**config.mk**
```make
export PLATFORM = sky130hd
export DESIGN_NAME = sensor_stream_tx
export DESIGN_NICKNAME = d
export VERILOG_FILES = /design/src/rtl/sensor_stream_tx.sv
export SDC_FILE = /design/constraint.sdc
export NUM_CORES = 1
export LEC_CHECK = 0
export ABC_CLOCK_PERIOD_IN_PS = 6500
export BUFFER_PORTS_ARGS = -buffer_cell sky130_fd_sc_hd__buf_4
export CAP_MARGIN = 20
export CORE_MARGIN = 1.5
export CORE_UTILIZATION = 41
export CTS_BUF_LIST = sky130_fd_sc_hd__clkbuf_16
export DETAILED_ROUTE_END_ITERATION = 8
export GPL_TIMING_DRIVEN = 0
export PLACE_DENSITY_LB_ADDON = 0.25
export SYNTH_ARGS = -nofsm -noshare
export SYNTH_HDL_FRONTEND = slang
export SYNTH_SLANG_ARGS = --single-unit
export TNS_END_PERCENT = 30
```
**constraint.sdc**
```tcl
create_clock -name clk -period 6.5 [get_ports clk]
set_input_delay 0.325 -clock clk [delete_from_list [all_inputs] [get_ports clk]]
set_output_delay 0.325 -clock clk [all_outputs]
set_load 0.1 [all_outputs]
```
**src/rtl/sensor_stream_tx.sv**
```systemverilog
// Framed serial transmitter: buffers parallel samples in a small FIFO and
// shifts each out as start, data MSB-first, optional even parity, stop.
module sensor_stream_tx #(
  parameter int DATA_W     = 8,
  parameter int BIT_CYCLES = 1,
  parameter int FIFO_DEPTH = 4,
  parameter int PARITY_EN  = 1
) (
  input  logic                          clk,
  input  logic                          reset,
  input  logic [DATA_W-1:0]             in_data,
  input  logic                          in_valid,
  output logic                          in_ready,
  output logic                          sensor_data,
  output logic                          busy,
  output logic                          frame_done,
  output logic [$clog2(FIFO_DEPTH):0]   fifo_count
);
  localparam int AW    = $clog2(FIFO_DEPTH);
  localparam int CYC_W = (BIT_CYCLES > 1) ? $clog2(BIT_CYCLES) : 1;
  localparam int BIT_W = $clog2(DATA_W);

  typedef enum logic [2:0] {IDLE, START, DATA, PARITY, STOP} state_t;

  logic [DATA_W-1:0] mem [FIFO_DEPTH];
  logic [AW-1:0]     wr_ptr, rd_ptr;
  logic              push, pop, last_cyc, line;
  state_t            state;
  logic [CYC_W-1:0]  cyc_cnt;
  logic [BIT_W-1:0]  bit_cnt;
  logic [DATA_W-1:0] shreg;
  logic              par;

  assign in_ready = reset && (fifo_count != (AW+1)'(FIFO_DEPTH));
  assign push     = in_valid && in_ready;
  assign last_cyc = (cyc_cnt == CYC_W'(BIT_CYCLES - 1));
  // Pop from IDLE, or straight out of the last stop cycle for zero-gap frames.
  assign pop      = (fifo_count != '0) &&
                    ((state == IDLE) || ((state == STOP) && last_cyc));

  always_ff @(posedge clk)
    if (push) mem[wr_ptr] <= in_data;

  always_ff @(posedge clk) begin
    if (!reset) begin
      wr_ptr     <= '0;
      rd_ptr     <= '0;
      fifo_count <= '0;
    end else begin
      if (push) wr_ptr <= wr_ptr + AW'(1);
      if (pop)  rd_ptr <= rd_ptr + AW'(1);
      case ({push, pop})
        2'b10:   fifo_count <= fifo_count + (AW+1)'(1);
        2'b01:   fifo_count <= fifo_count - (AW+1)'(1);
        default: fifo_count <= fifo_count;
      endcase
    end
  end

  always_comb begin
    line = 1'b0;
    case (state)
      START:   line = 1'b1;
      DATA:    line = shreg[DATA_W-1];
      PARITY:  line = par;
      default: line = 1'b0;
    endcase
  end

  // Outputs are registered images of the current state, so the line lags
  // the FSM by one cycle and never sees in_valid/in_data combinationally.
  always_ff @(posedge clk) begin
    if (!reset) begin
      state       <= IDLE;
      cyc_cnt     <= '0;
      bit_cnt     <= '0;
      shreg       <= '0;
      par         <= 1'b0;
      sensor_data <= 1'b0;
      frame_done  <= 1'b0;
      busy        <= 1'b0;
    end else begin
      sensor_data <= line;
      frame_done  <= (state == STOP) && last_cyc;
      busy        <= (state != IDLE) || (fifo_count != '0);
      case (state)
        IDLE: begin
          cyc_cnt <= '0;
          if (pop) begin
            shreg <= mem[rd_ptr];
            par   <= ^mem[rd_ptr];
            state <= START;
          end
        end
        START: begin
          if (last_cyc) begin
            cyc_cnt <= '0;
            bit_cnt <= '0;
            state   <= DATA;
          end else cyc_cnt <= cyc_cnt + CYC_W'(1);
        end
        DATA: begin
          if (last_cyc) begin
            cyc_cnt <= '0;
            shreg   <= {shreg[DATA_W-2:0], 1'b0};
            if (bit_cnt == BIT_W'(DATA_W - 1)) begin
              bit_cnt <= '0;
              state   <= (PARITY_EN != 0) ? PARITY : STOP;
            end else bit_cnt <= bit_cnt + BIT_W'(1);
          end else cyc_cnt <= cyc_cnt + CYC_W'(1);
        end
        PARITY: begin
          if (last_cyc) begin
            cyc_cnt <= '0;
            state   <= STOP;
          end else cyc_cnt <= cyc_cnt + CYC_W'(1);
        end
        STOP: begin
          if (last_cyc) begin
            cyc_cnt <= '0;
            if (pop) begin
              shreg <= mem[rd_ptr];
              par   <= ^mem[rd_ptr];
              state <= START;
            end else state <= IDLE;
          end else cyc_cnt <= cyc_cnt + CYC_W'(1);
        end
        default: state <= IDLE;
      endcase
    end
  end
endmodule

```
**Word level (Yosys, flattened, before mapping)**

Memories as Yosys holds them, arrays and structs flattened. A register that Yosys moved wholly into a read port is not among the register bits.
Index checks and enable logic that the tools add are counted.

- Memories: 1
- Input bits: 11
- Logic and storage cells: 80
- Memory bits (writable): 32
- Bits in registers: 26

Memories:

| name | depth | width | read ports | clocked after memory_dff | write ports | line | text |
|---|---|---|---|---|---|---|---|
| mem | 4 | 8 | 1 | 1 | 1 | 25 | `logic [DATA_W-1:0] mem [FIFO_DEPTH];` |

- Reductions and logical operators: 20
- $add $sub $neg: 6
- Multiplexer cells: 27
- Equality and inequality tests: 14
- Bitwise gates (word level): 1

Operators by type and width:

| cell | count |
|---|---|
| $mux 3 | 9 |
| $mux 8 | 3 |
| $pmux 8 s3 | 1 |
| $pmux 3 s5 | 1 |
| $ne 2x2->1 const B | 6 |
| $pmux 3 s2 | 2 |
| $reduce_bool 3->1 | 3 |
| $reduce_bool 2->1 | 4 |
| $reduce_xor 8->1 | 1 |
| $add 3x1->3 const B | 2 |
| $eq 3x2->1 const B | 2 |
| $eq 3x3->1 const B | 2 |
| $mux 1 | 6 |
| $reduce_and 3->1 | 2 |
| $reduce_and 6->1 | 1 |
| $add 2x1->2 const B | 2 |
| $logic_and 1x1->1 | 4 |
| $mux 2 | 2 |
| $pmux 1 s2 | 2 |
| $reduce_or 4->1 | 1 |
| $eq 3x1->1 const B | 1 |
| $logic_not 3->1 | 1 |
| $ne 3x3->1 const B | 1 |
| $pmux 1 s3 | 1 |
| 7 further kinds | 8 |

**Logic depth before layout (Yosys ltp)**

- Depth in word-level cells: 7
- Mapped depth: 9

**Least setup slack after synthesis**

No wires, ideal clock.

- Kind: register -> register
- Start: reg fifo_count[0]
- End: reg fifo_count[2]
- Path buffers: 0
- Arrival time: 5.136 ns
- Required time: 6.424 ns
- Setup slack: 1.289 ns
- Library setup time: 0.076 ns
- Stages on the path, launching flop included: 10
- Path through: dfxtp_1 > nor2_1 > a21boi_0 > and2_1 > inv_1 > ha_1 > fa_1 > xnor2_1 > or3_1 > a21boi_0

- Longest elaborated chain between the ends: 5
- Elaborated cells on any way between the ends: 11

Ends and longest elaborated chain:

| item | line | text |
|---|---|---|
| from (decl) | 17 | `output logic [$clog2(FIFO_DEPTH):0] fifo_count` |
| from (signal assigned) | 53 | `2'b10: fifo_count <= fifo_count + (AW+1)'(1);` |
| from (signal assigned) | 54 | `2'b01: fifo_count <= fifo_count - (AW+1)'(1);` |
| from (signal assigned) | 55 | `default: fifo_count <= fifo_count;` |
| $ne 3x3->1 * | 34 | `assign in_ready = reset && (fifo_count != (AW+1)'(FIFO_DEPTH));` |
| $logic_and 1x1->1 * | 34 |  |
| via in_ready | 13 | `output logic in_ready,` |
| $logic_and 1x1->1 * | 35 | `assign push = in_valid && in_ready;` |
| $eq 2x1->1 / $eq 2x2->1 (equally long branches) | 52 | `case ({push, pop})` |
| $pmux 3 s2 / $reduce_bool 2->1 (equally long branches) | - |  |

Mark *: on every way through the listed nets, which the timed path passes. The rest lies on a longest branch.
A chain may end at the register's enable or synchronous reset.

**Final worst setup path**

- Start: reg fifo_count[0]
- End: reg fifo_count[2]

- Longest elaborated chain between the ends: 5
- Elaborated cells on any way between the ends: 11

Ends and longest elaborated chain:

| item | line |
|---|---|
| $ne 3x3->1 | 34 |
| $logic_and 1x1->1 | 34 |
| $logic_and 1x1->1 | 35 |
| $eq 2x1->1 / $eq 2x2->1 (equally long branches) | 52 |
| $pmux 3 s2 / $reduce_bool 2->1 (equally long branches) | - |

Several ways; a longest one is shown, not always the timed one.

==> results.md <==
* DR iter-0 viols at 82
* Detailed Routing Iterations Pass 1 at 4
* Top FF cell, synth: edfxtp_1
* Initial antenna violation count at 0
* Root Buffer: clkbuf_16
* P_sw at 514 µW
* CTS tree: built
* Post-Route WL at 4.22 mm
* Worst endpoint required time at 6.75 ns
* Cell variety after synth at 29
* Clk_skew at 0.00361 ns
* I/O Pins at 18
* Chip width at approximately 80 µm
* H-Tree Depth at 3
* Num rows at 27
* Crit end category: flip-flop
* Tot GR Track Use at 15.6%
* Tmin final at 2.60 ns
* Worst path max stage delay at roughly 0.46 ns
* Syn avg cell area at 13.4 µm²
* Ys async rst share at 0%
* WL per Instance at 14.8 µm
* Net Sw Frac at 33.9%
* CP Class: reg2reg
* Finish-stage setup viols at 0
* RSZ-0062 raised after global routing: no
* Slowest CP cell: a21boi_0
* Power Density at 515 mW/mm²
* Number of synthesized flops with an enable pin at 32
* Arrival @ worst endpoint at around 2.9 ns
* Hold buffers post-CTS at 0
* Register share of total power at about a third
* Vias/cell at 5.05
* Register area share after synthesis at 62.1%
* Reg clk slew, reported paths at 0.05 ns
* Total stage count of the critical path at 9
* Peak Freq at between 300 and 400 MHz
* Reg2Reg Depth at 9
* Final-report hold violation count at 0
* Final setup margin at between 3 and 4 ns
* Yosys reg bits at 59
* Clock buffer count from CTS at 9
* Clock Path Buffers at 2
* CP dominant cell by count: a21boi_0
* Synth cell count leaders: edfxtp_1 (32), dfxtp_1 (27), nand2_1 (14), a21boi_0 (11), xnor2_1 (11)
* Yosys warning total at 0
* Max rail drop VDD at roughly 0.25 mV
* Most instantiated library cell after synthesis: edfxtp_1
* Setup TNS at 0 ns
* Routed vias at around 1.4k
* Worst slew pin tran at 0.728 ns
* Worst-Skew Late Latency at around 0.32 ns
* Vias in the first global route at 1470
* Largest area contributor in the netlist: edfxtp_1
* DIE HEIGHT at 79.8 µm
* WHS Path Cells at 1
* Pleak at 1.09 nW
* GPL Wtd Cong at 0.713
* Final ANT Viol Nets at 0
* Number of gates given a new drive strength after cts at 0
* Final period util at roughly two fifths
* Cell-internal power at 1.00 mW
* Detailed Place HPWL at ~2.8 mm
* First-pass GRT wire length at 7.12 mm
* Max-Cap Viols at 0
* Clock group share of total power at 32.2%
* Top cell type's share of synthesized area at 39.7%
* Syn_nets at 199
* Core Footprint at 0.00561 mm²
* Crit-path leading delay family: adder cells
* Slew headroom at 51.1%
* Max-slew violations at 0
* Antenna Cells at 0
* Post-synthesis cell area at between 0.002 and 0.0025 mm²
* Final nets at 227
* Pin count of the biggest net entering global routing at 11
* Placed insts at 269
* Buffers and inverters on the worst path at 1
* Post CTS Setup Buffer Count at 0
* Hold Crit Class: in2reg
* CP Max Fanout at 6
* Final Total Pwr at 1.52 mW
* Layout cells sized above 1 at 19.7%
* Crit-path cells: nor2_1 > a21boi_0 > and2_1 > inv_1 > ha_1 > fa_1 > xnor2_1 > or3_1 > a21boi_0
* Die Area at 0.00637 mm²
* Synth area leaders: edfxtp_1 (40%), dfxtp_1 (22%), mux4_2 (7.4%)
* Comb power frac at 35.0%
* Status: finished, final reports clean
* Crit path launch type: flip-flop
* Synth Instances at 180
* Final Non-Filler Cells at 285
* Area grow syn2layout at 21.7%
* Clk sink count at roughly 60
* I/O Buffers at 17
* # DRC at 0
* Starting Density at 43.1%
* Pre-CTS setup slack at 3.86 ns
* Gr ovfl total at 0
-- power groups by stage --
stage	logic [mW]	registers, mW	clock network, mW
3_3_place_gp	0.536	0.504	0
5_1_grt	0.590	0.506	0.515
3_5_place_dp	0.536	0.505	0
4_1_cts	0.539	0.498	0.496
6_report	0.531	0.498	0.488
2_1_floorplan	0.349	0.585	0
-- cells in the final DEF, fill, tap and decap left out --
cell type / netlist / layout
edfxtp_1: 32 / 32
dfxtp_1: 27 / 27
buf_4: 0 / 17
nand2_1: 14 / 14
a21boi_0: 11 / 11
xnor2_1: 11 / 11
clkbuf_16: 0 / 9
and2_1: 8 / 8
mux4_2: 8 / 8
nor2_1: 7 / 7
a22oi_1: 7 / 7
ha_1: 7 / 7
inv_1: 6 / 6
nor3_1: 5 / 5
clkbuf_1: 5 / 5
a21oi_1: 5 / 5
and3_1: 4 / 4
nor2b_1: 4 / 4
a2bb2oi_1: 3 / 3
o22ai_1: 3 / 3
clkinv_2: 0 / 3
o21ai_0: 2 / 2
nor3b_1: 2 / 2
clkinv_1: 0 / 2
bufinv_16: 0 / 2
buf_2: 1 / 1
nand2b_1: 1 / 1
mux2i_1: 1 / 1
buf_6: 1 / 1
clkbuf_2: 1 / 1
xor2_1: 1 / 1
or3_1: 1 / 1
nand3_1: 1 / 1
fa_1: 1 / 1
-- cells by family after synthesis --
group / share of synthesized area (%)
buf+inv: 2.59
simple gates: 9.78
xor+xnor: 4.35
compound gates: 8.90
fa+ha+maj: 4.45
mux: 7.86
flops: 62.1
-- layer usage --
layer	part of all wire, %	global-route usage, %
met5	0	0
met4	2.4	7.93
met3	4.4	6.17
met2	47	24.3
met1	46	18.6
-- final timing paths --
path	from	to	slack [ns]
setup reg to reg	fifo_count[0]	fifo_count[2]	3.90
hold reg to reg	shreg[3]	shreg[3]	0.47
setup / recovery	fifo_count[0]	fifo_count[2]	3.90
hold / removal	in_data[0]	mem[2][0]	0.20
-- worst register-to-register path, delay by kind of cell, from the launching register on --
family,cells,cell delay [ns]
AO/OA/AOI/OAI,2,0.61
AND/OR/NAND/NOR,3,0.62
adder cells (fa/ha/maj),2,0.63
XOR/XNOR,1,0.14
buffers and inverters,1,0.09
flip-flops,1,0.44
-- sequential cells by signal, summed over array words and instances, names as in the netlist, named ones only --
register	count
mem	32
fifo_count	3
shreg	8
state	3
wr_ptr	2
busy	1
frame_done	1
rd_ptr	2
sensor_data	1
par	1
bit_cnt	3
-- area by class of cell --
type	instances	area, µm²
Fill cell	515	2660
Sequential cell	59	1500
Multi-Input combinational cell	107	855
Clock buffer	9	225
Timing Repair Buffer	17	128
Tap cell	72	90.1
Clock inverter	7	82.6
Buffer	8	40.0
Inverter	6	22.5
-- per-stage QoR --
step | utilization (%) | cell area [µm²] | hold WS, ns
3_5_place_dp | 47.0 | 2640 | 0.461
2_1_floorplan | - | 2420 | 0.424
5_1_grt | 52.5 | 2940 | 0.196
3_3_place_gp | 47.0 | 2640 | 0.457
4_1_cts | 52.5 | 2940 | 0.191
6_report | 52.5 | 2940 | 0.201
No activity file was read; power rests on OpenSTA's default activity.
